**config.mk**
```make
export PLATFORM = sky130hd
export DESIGN_NAME = pwm_capture_flat
export DESIGN_NICKNAME = d
export VERILOG_FILES = /design/src/rtl/pwm_capture_if.sv /design/src/rtl/pwm_capture.sv /design/src/flat_wrapper.sv
export SDC_FILE = /design/constraint.sdc
export NUM_CORES = 1
export LEC_CHECK = 0
export CAP_MARGIN = 5
export CORE_UTILIZATION = 55
export DETAILED_ROUTE_END_ITERATION = 8
export PLACE_DENSITY = 0.87
export SYNTH_ARGS = -nofsm -noshare
export SYNTH_HDL_FRONTEND = slang
export SYNTH_SLANG_ARGS = --single-unit
```
**constraint.sdc**
```tcl
create_clock -name Clk -period 5.95 [get_ports Clk]
set_input_delay 1.785 -clock Clk [delete_from_list [all_inputs] [get_ports Clk]]
set_output_delay 1.785 -clock Clk [all_outputs]
set_load 0.02 [all_outputs]
```
**src/rtl/pwm_capture_if.sv**
```systemverilog
// pwm_capture_if: bundles the PWM input pin and the measurement outputs of
// pwm_capture. The master modport is the capture block; the slave modport is
// whatever drives the pin and consumes the measurements.
interface pwm_capture_if #(
    parameter int WIDTH = 16
);
    logic             Input;
    logic [WIDTH-1:0] HighTime;
    logic [WIDTH-1:0] Period;
    logic             Valid;
    logic             Timeout;
    logic             Level;

    modport master (
        input  Input,
        output HighTime,
        output Period,
        output Valid,
        output Timeout,
        output Level
    );

    modport slave (
        output Input,
        input  HighTime,
        input  Period,
        input  Valid,
        input  Timeout,
        input  Level
    );
endinterface

```
**src/rtl/pwm_capture.sv**
```systemverilog
// pwm_capture: measures high time and period of an asynchronous PWM input in
// Clk cycles and reports one measurement per period with a one-cycle Valid.
// Optional glitch filter between synchroniser and Level: PWM_CAPTURE_FILTER_EN.
module pwm_capture #(
    parameter int WIDTH      = 16,
    parameter int FILTER_LEN = 4
) (
    input  logic          Clk,
    input  logic          Reset,
    pwm_capture_if.master bus
);
    typedef enum logic [1:0] {
        IDLE,
        HIGH,
        LOW
    } state_t;

    localparam logic [WIDTH-1:0] COUNT_MAX = '1;
    localparam logic [WIDTH-1:0] COUNT_ONE = WIDTH'(1);

    logic             sync_meta;
    logic             sync_s;
    logic             level;
    logic             level_d;
    logic             rise;
    logic             fall;

    state_t           state_q,   state_n;
    logic [WIDTH-1:0] count_q,   count_n;
    logic [WIDTH-1:0] latch_q,   latch_n;
    logic [WIDTH-1:0] high_q,    high_n;
    logic [WIDTH-1:0] period_q,  period_n;
    logic             valid_q,   valid_n;
    logic             timeout_q, timeout_n;
    logic [WIDTH-1:0] count_inc;

    // Two-flop synchroniser for the asynchronous pin.
    always_ff @(posedge Clk or posedge Reset) begin
        if (Reset) begin
            sync_meta <= 1'b0;
            sync_s    <= 1'b0;
        end else begin
            // NOTE: non-blocking so both stages sample the pre-edge values and
            // the chain really is two flops deep.
            sync_meta <= bus.Input;
            sync_s    <= sync_meta;
        end
    end

`ifdef PWM_CAPTURE_FILTER_EN
    localparam logic [7:0] FILTER_MATCH = 8'(FILTER_LEN);
    logic [7:0] filt_cnt;

    // Level follows S only after S has differed from it for FILTER_LEN cycles.
    always_ff @(posedge Clk or posedge Reset) begin
        if (Reset) begin
            filt_cnt <= 8'd0;
            level    <= 1'b0;
        end else if (sync_s == level) begin
            filt_cnt <= 8'd0;
        end else if (filt_cnt + 8'd1 == FILTER_MATCH) begin
            level    <= sync_s;
            filt_cnt <= 8'd0;
        end else begin
            filt_cnt <= filt_cnt + 8'd1;
        end
    end
`else
    // Without the filter FILTER_LEN has no use; fold it into a dead tie-off.
    logic unused_filter_len;
    assign unused_filter_len = ^FILTER_LEN;
    assign level             = sync_s;
`endif

    // Previous level for edge detection.
    always_ff @(posedge Clk or posedge Reset) begin
        if (Reset) level_d <= 1'b0;
        else       level_d <= level;
    end

    assign rise      = level & ~level_d;
    assign fall      = ~level & level_d;
    assign count_inc = (count_q == COUNT_MAX) ? COUNT_MAX : count_q + COUNT_ONE;

    // Measurement state and registered outputs.
    always_ff @(posedge Clk or posedge Reset) begin
        if (Reset) begin
            state_q   <= IDLE;
            count_q   <= '0;
            latch_q   <= '0;
            high_q    <= '0;
            period_q  <= '0;
            valid_q   <= 1'b0;
            timeout_q <= 1'b0;
        end else begin
            state_q   <= state_n;
            count_q   <= count_n;
            latch_q   <= latch_n;
            high_q    <= high_n;
            period_q  <= period_n;
            valid_q   <= valid_n;
            timeout_q <= timeout_n;
        end
    end

    // Next-state and next-output decode of the IDLE/HIGH/LOW measurement FSM.
    always_comb begin
        // NOTE: every variable gets a default first so no path leaves one
        // unassigned, which would infer a latch.
        state_n   = state_q;
        count_n   = count_q;
        latch_n   = latch_q;
        high_n    = high_q;
        period_n  = period_q;
        valid_n   = 1'b0;
        timeout_n = timeout_q;

        case (state_q)
            IDLE: begin
                count_n = '0;
                if (rise) begin
                    count_n = COUNT_ONE;
                    state_n = HIGH;
                end
            end
            HIGH: begin
                count_n = count_inc;
                if (fall) begin
                    latch_n = count_q;
                    state_n = LOW;
                end else if (count_q == COUNT_MAX) begin
                    timeout_n = 1'b1;
                    count_n   = '0;
                    state_n   = IDLE;
                end
            end
            LOW: begin
                count_n = count_inc;
                if (rise) begin
                    period_n  = count_q;
                    high_n    = latch_q;
                    valid_n   = 1'b1;
                    timeout_n = 1'b0;
                    count_n   = COUNT_ONE;
                    state_n   = HIGH;
                end else if (count_q == COUNT_MAX) begin
                    timeout_n = 1'b1;
                    count_n   = '0;
                    state_n   = IDLE;
                end
            end
            default: begin
                count_n = '0;
                state_n = IDLE;
            end
        endcase
    end

    assign bus.HighTime = high_q;
    assign bus.Period   = period_q;
    assign bus.Valid    = valid_q;
    assign bus.Timeout  = timeout_q;
    assign bus.Level    = level;
endmodule

```
**src/flat_wrapper.sv**
```systemverilog
// flat-port wrapper written by rule: the top's interface ports become plain ports
module pwm_capture_flat 
#(
    parameter int WIDTH      = 16,
    parameter int FILTER_LEN = 4
)
  (Clk, Reset, bus_Input, bus_HighTime, bus_Period, bus_Valid, bus_Timeout, bus_Level);
  pwm_capture_if #(.WIDTH(WIDTH)) bus_i ();
  input  logic Clk;
  input  logic Reset;
  input wire logic [$bits(bus_i.Input)-1:0] bus_Input;
  output wire logic [$bits(bus_i.HighTime)-1:0] bus_HighTime;
  output wire logic [$bits(bus_i.Period)-1:0] bus_Period;
  output wire logic [$bits(bus_i.Valid)-1:0] bus_Valid;
  output wire logic [$bits(bus_i.Timeout)-1:0] bus_Timeout;
  output wire logic [$bits(bus_i.Level)-1:0] bus_Level;
  assign bus_i.Input = bus_Input;
  assign bus_HighTime = bus_i.HighTime;
  assign bus_Period = bus_i.Period;
  assign bus_Valid = bus_i.Valid;
  assign bus_Timeout = bus_i.Timeout;
  assign bus_Level = bus_i.Level;
  pwm_capture #(.WIDTH(WIDTH), .FILTER_LEN(FILTER_LEN)) u_core (.Clk(Clk), .Reset(Reset), .bus(bus_i));
endmodule
```
### Word-level counts from Yosys, hierarchy flattened

Index checks and enable logic that the tools add are counted.

* bits in registers: 71
* bits of input ports: 3

* $add $sub $neg: 1
* equal/unequal tests: 5
* multiplexer cells: 17
* bitwise operators: 4
* reductions and logical operators: 5

Operators with widths (number)
* two-way mux 16 bit: 4
* case mux 16 bit (3 select lines): 1
* adder 16 x 1 -> 16 bit (second input constant): 1
* == test 16 bit (second input constant): 1
* two-way mux 2 bit: 4
* two-way mux 1 bit: 6
* case mux 2 bit (3 select lines): 1
* AND reduction 2 bit: 3
* bitwise AND 1 bit: 2
* == test 2 x 1 -> 1 bit (second input constant): 1
* == test 2 bit (second input constant): 1
* zero test 2 bit: 1
* inequality test 2 x 1 -> 1 bit (second input constant): 1
* inequality test 2 bit (second input constant): 1
* NOT 1 bit: 2
* case mux 1 bit (2 select lines): 1
* nonzero test 2 bit: 1

### Depth between registers and ports, before layout

* word-level depth: 5
* depth in mapped cells: 7
* mapped depth without buffers: 5

### Worst setup path after synthesis

No wires, ideal clock.

* path type: register -> output
* start: register u_core.sync_s, in the netlist u_core.bus.Level
* end: output port bus_Level
* arrival: 0.467 ns
* required time: 4.165 ns
* setup slack: 3.698 ns
* stages on the path, launching flop included: 1
* cells stage by stage: dfrtp_1

RTL lines
* from (decl): line pwm_capture.sv:22 `logic sync_s;`
* from (signal assigned): line pwm_capture.sv:46 `sync_s <= sync_meta;`
* to (decl): line flat_wrapper.sv:16 `output wire logic [$bits(bus_i.Level)-1:0] bus_Level;`

No word-level cell between the ends.

### Final worst setup path

* start: register u_core.sync_s, in the netlist u_core.bus.Level
* end: output port bus_Level

No word-level cell between the ends.

==> impl_metrics.json <==
{
  "status": "finished clean",
  "grt_overflow_total": 0,
  "irDropWorstVdd_mv": 0.2031,
  "critPathSlowestCell": "clkdlybuf4s50_1",
  "ff2ff_setup_slack_ps": 3660,
  "area_growth_pct": 20.92,
  "grt_antenna_before_repair": 0,
  "synth-seq-cells": 71,
  "die_area_um2": 5579,
  "min_from": "u_core.sync_meta$_DFF_PP0_",
  "numPortBuffers": 37,
  "grt_usage_pct": 21.73,
  "fin_nets": 258,
  "die_y_um": 74.70,
  "ctsResizeCount": 0,
  "skew_ps": 5.857,
  "fin_tns_setup_ps": 0,
  "whs_path_depth": 0,
  "yosys-top-cells-area": "dfrtp_1 (61%), mux2_2 (19%), xnor2_1 (3.3%)",
  "crit_path_cell_trace": "clkdlybuf4s50_1",
  "grt_max_degree": 45,
  "drtIter0Drc": 127,
  "drc_errors": 0,
  "grt_pass1_wl_mm": 8.687,
  "synth_top_flop_cell": "dfrtp_1",
  "final-setup-viol-count": 0,
  "std_cell_rows": 26,
  "critPathTopFamily": "buffers and inverters",
  "synth_edf_count": 0,
  "crit_fanout": 6,
  "ys_seq_area_share_pct": 61.13,
  "cp_slowest_stage_delay_ps": 650,
  "cts-root-buf": "clkbuf_8",
  "pin_count": 38,
  "slew_viol_final": 0,
  "gp_congestion": 0.8395,
  "cts_tree": "built",
  "cts_buffers": 9,
  "diodes": 0,
  "period_needed_ps": 3226,
  "synthCells": 211,
  "dp_hpwl_mm": 3.314,
  "finalCritPeriodShare_pct": 54.22,
  "clkLatencyLatePin_ps": 340,
  "clock_path_buffers": 2,
  "cp.required_ps": 4160,
  "cp-start-kind": "flop",
  "cp.arrival_ps": 1440,
  "setup.worst_path.start": "u_core.bus.Level$_DFF_PP0_",
  "rr_worst_depth": 5,
  "rsz0062_at_grt": "no",
  "hold_viol": 0,
  "yosys.area.top_type": "dfrtp_1",
  "endpoint": "bus_Level",
  "drtAntennaViolNets": 0,
  "synth_area_um2": 2907,
  "core_area_um2": 5107,
  "relSlewSlack_pct": 40.78,
  "synth_top_area_share_pct": 61.13,
  "reg2reg_to": "u_core.count_q[4]$_DFF_PP0_",
  "grt_pass1_vias": 1801,
  "path_depth": 1,
  "initial_core_util_pct": 56.91,
  "avgRoutedWirePerCell_um": 15.87,
  "ys_async_sr_fraction_pct": 100.0,
  "synth_fp_nets": 215,
  "total_power_w": 0.001033,
  "worst_pin_slew_ps": 887.0,
  "h-tree-depth": 3,
  "crit_path_end_kind": "primary output",
  "worstReg2RegStart": "u_core.count_q[0]$_DFF_PP0_",
  "holdBufCountCts": 0,
  "cap_violations": 0,
  "ys_types": 32,
  "yosysWarnings": 0,
  "power_density_nw_per_um2": 293.9,
  "clock-sinks": 71,
  "postCtsSetupBuffers": 0,
  "drive_gt1_share_pct": 28.02,
  "fmax_mhz": 309.9,
  "worst-path-buf-inv": 1,
  "path_clk_slew_ps": 60,
  "routed_wl_mm": 5.191,
  "fp.dieW_um": 74.70,
  "hold_path_class": "flop to flop",
  "dr.pass1.iters": 4,
  "avgSynthCellArea_um2": 13.78,
  "via_per_inst": 5.483,
  "total_leakage_power_nw": 1.600,
  "route.vias.total": 1793,
  "path_class": "flop to primary output"
}
[cells in the mapped netlist (2+ instances only)]
cell type / instances
a21oi_1: 4
buf_2: 4
buf_6: 2
dfrtp_1: 71
inv_1: 5
mux2_2: 48
nand2_1: 5
nand2b_1: 4
nand3_1: 8
nand4_1: 4
nor2_1: 6
nor3_1: 5
nor4_1: 4
o21ai_0: 5
o21ai_1: 8
xnor2_1: 11
xor2_1: 2
[sequential cells by signal, indices dropped and copies added, names as in the netlist]
register / flops
u_core.bus.Timeout: 1
u_core.bus.Valid: 1
u_core.bus.Level: 1
u_core.bus.Period: 16
u_core.level_d: 1
u_core.state_q: 2
u_core.sync_meta: 1
u_core.count_q: 16
u_core.bus.HighTime: 16
u_core.latch_q: 16
[report_power, final]
group | leakage [nW] | internal, W | switching [W]
Combinational | 0.538 | 0.0000684 | 0.0000818
Clock | 0.0854 | 0.000169 | 0.000161
Sequential | 0.976 | 0.000515 | 0.0000379
Total | 1.60 | 0.000753 | 0.000280
[placed cells by master, fill, tap and decap left out, types with 2 or more instances in the layout]
| cell type | count |
|---|---|
| buf_4 | 3 |
| o21ai_1 | 8 |
| dfrtp_1 | 71 |
| nand2b_1 | 4 |
| o21ai_0 | 5 |
| mux2_2 | 48 |
| nor2_1 | 5 |
| nor4_1 | 4 |
| nand3_1 | 8 |
| nand4_1 | 4 |
| clkbuf_1 | 2 |
| nor3_1 | 5 |
| clkdlybuf4s50_1 | 37 |
| a21oi_1 | 4 |
| xor2_1 | 2 |
| clkbuf_8 | 11 |
| xnor2_1 | 11 |
| nand2_1 | 5 |
| inv_1 | 4 |
[per-stage QoR]
| stage | setup WS [ps] | utilization, % | hold slack [ps] | instances | cell area, µm² |
|---|---|---|---|---|---|
| 2_1_floorplan | 2368 | - | 331.2 | 211 | 2907 |
| 3_3_place_gp | 2700 | 65.61 | 344.6 | 313 | 3351 |
| 3_5_place_dp | 2645 | 65.61 | 344.9 | 313 | 3351 |
| 4_1_cts | 2690 | 68.81 | 369.7 | 327 | 3515 |
| 5_1_grt | 2644 | 68.81 | 375.5 | 327 | 3515 |
| 6_report | 2724 | 68.81 | 365.1 | 327 | 3515 |
[final cells by class]
cell class	count	area, µm²
fillers	379	1593
multi-input cells	127	1075
inverters	5	18.77
clock buffers	13	158.9
clock inverters	1	5.005
repair buffers	40	392.9
flip-flops and latches	71	1777
well taps	70	87.58
[cells by family after synthesis]
| logic type | count (synthesis) | synth area share [%] |
|---|---|---|
| AO/OA/AOI/OAI | 22 | 4.434 |
| adder cells (fa/ha/maj) | 1 | 0.4304 |
| XOR/XNOR | 13 | 3.917 |
| multiplexers | 49 | 18.94 |
| AND/OR/NAND/NOR | 42 | 8.652 |
| flip-flops | 71 | 61.13 |
| buffers and inverters | 13 | 2.497 |
[per-layer routing]
layer | up-vias | routed length (µm) | share of wire [%] | track usage [%]
li1 | 823 | - | - | -
met1 | 904 | 2289 | 44 | 29.04
met2 | 56 | 2560 | 49 | 32.33
met3 | 10 | 238 | 4.6 | 7.764
met4 | 0 | 102 | 2.0 | 9.644
met5 | - | 0 | 0 | 0
[worst min path at each step]
stage	endpoint	slack, ps
4_1_cts	u_core.bus.Level$_DFF_PP0_	370
3_5_place_dp	u_core.bus.Level$_DFF_PP0_	340
3_3_place_gp	u_core.bus.Level$_DFF_PP0_	340
5_1_grt	u_core.bus.Level$_DFF_PP0_	380
2_1_floorplan	u_core.bus.Level$_DFF_PP0_	330
6_report	u_core.bus.Level$_DFF_PP0_	370
Power figures use the tool's default switching activity.
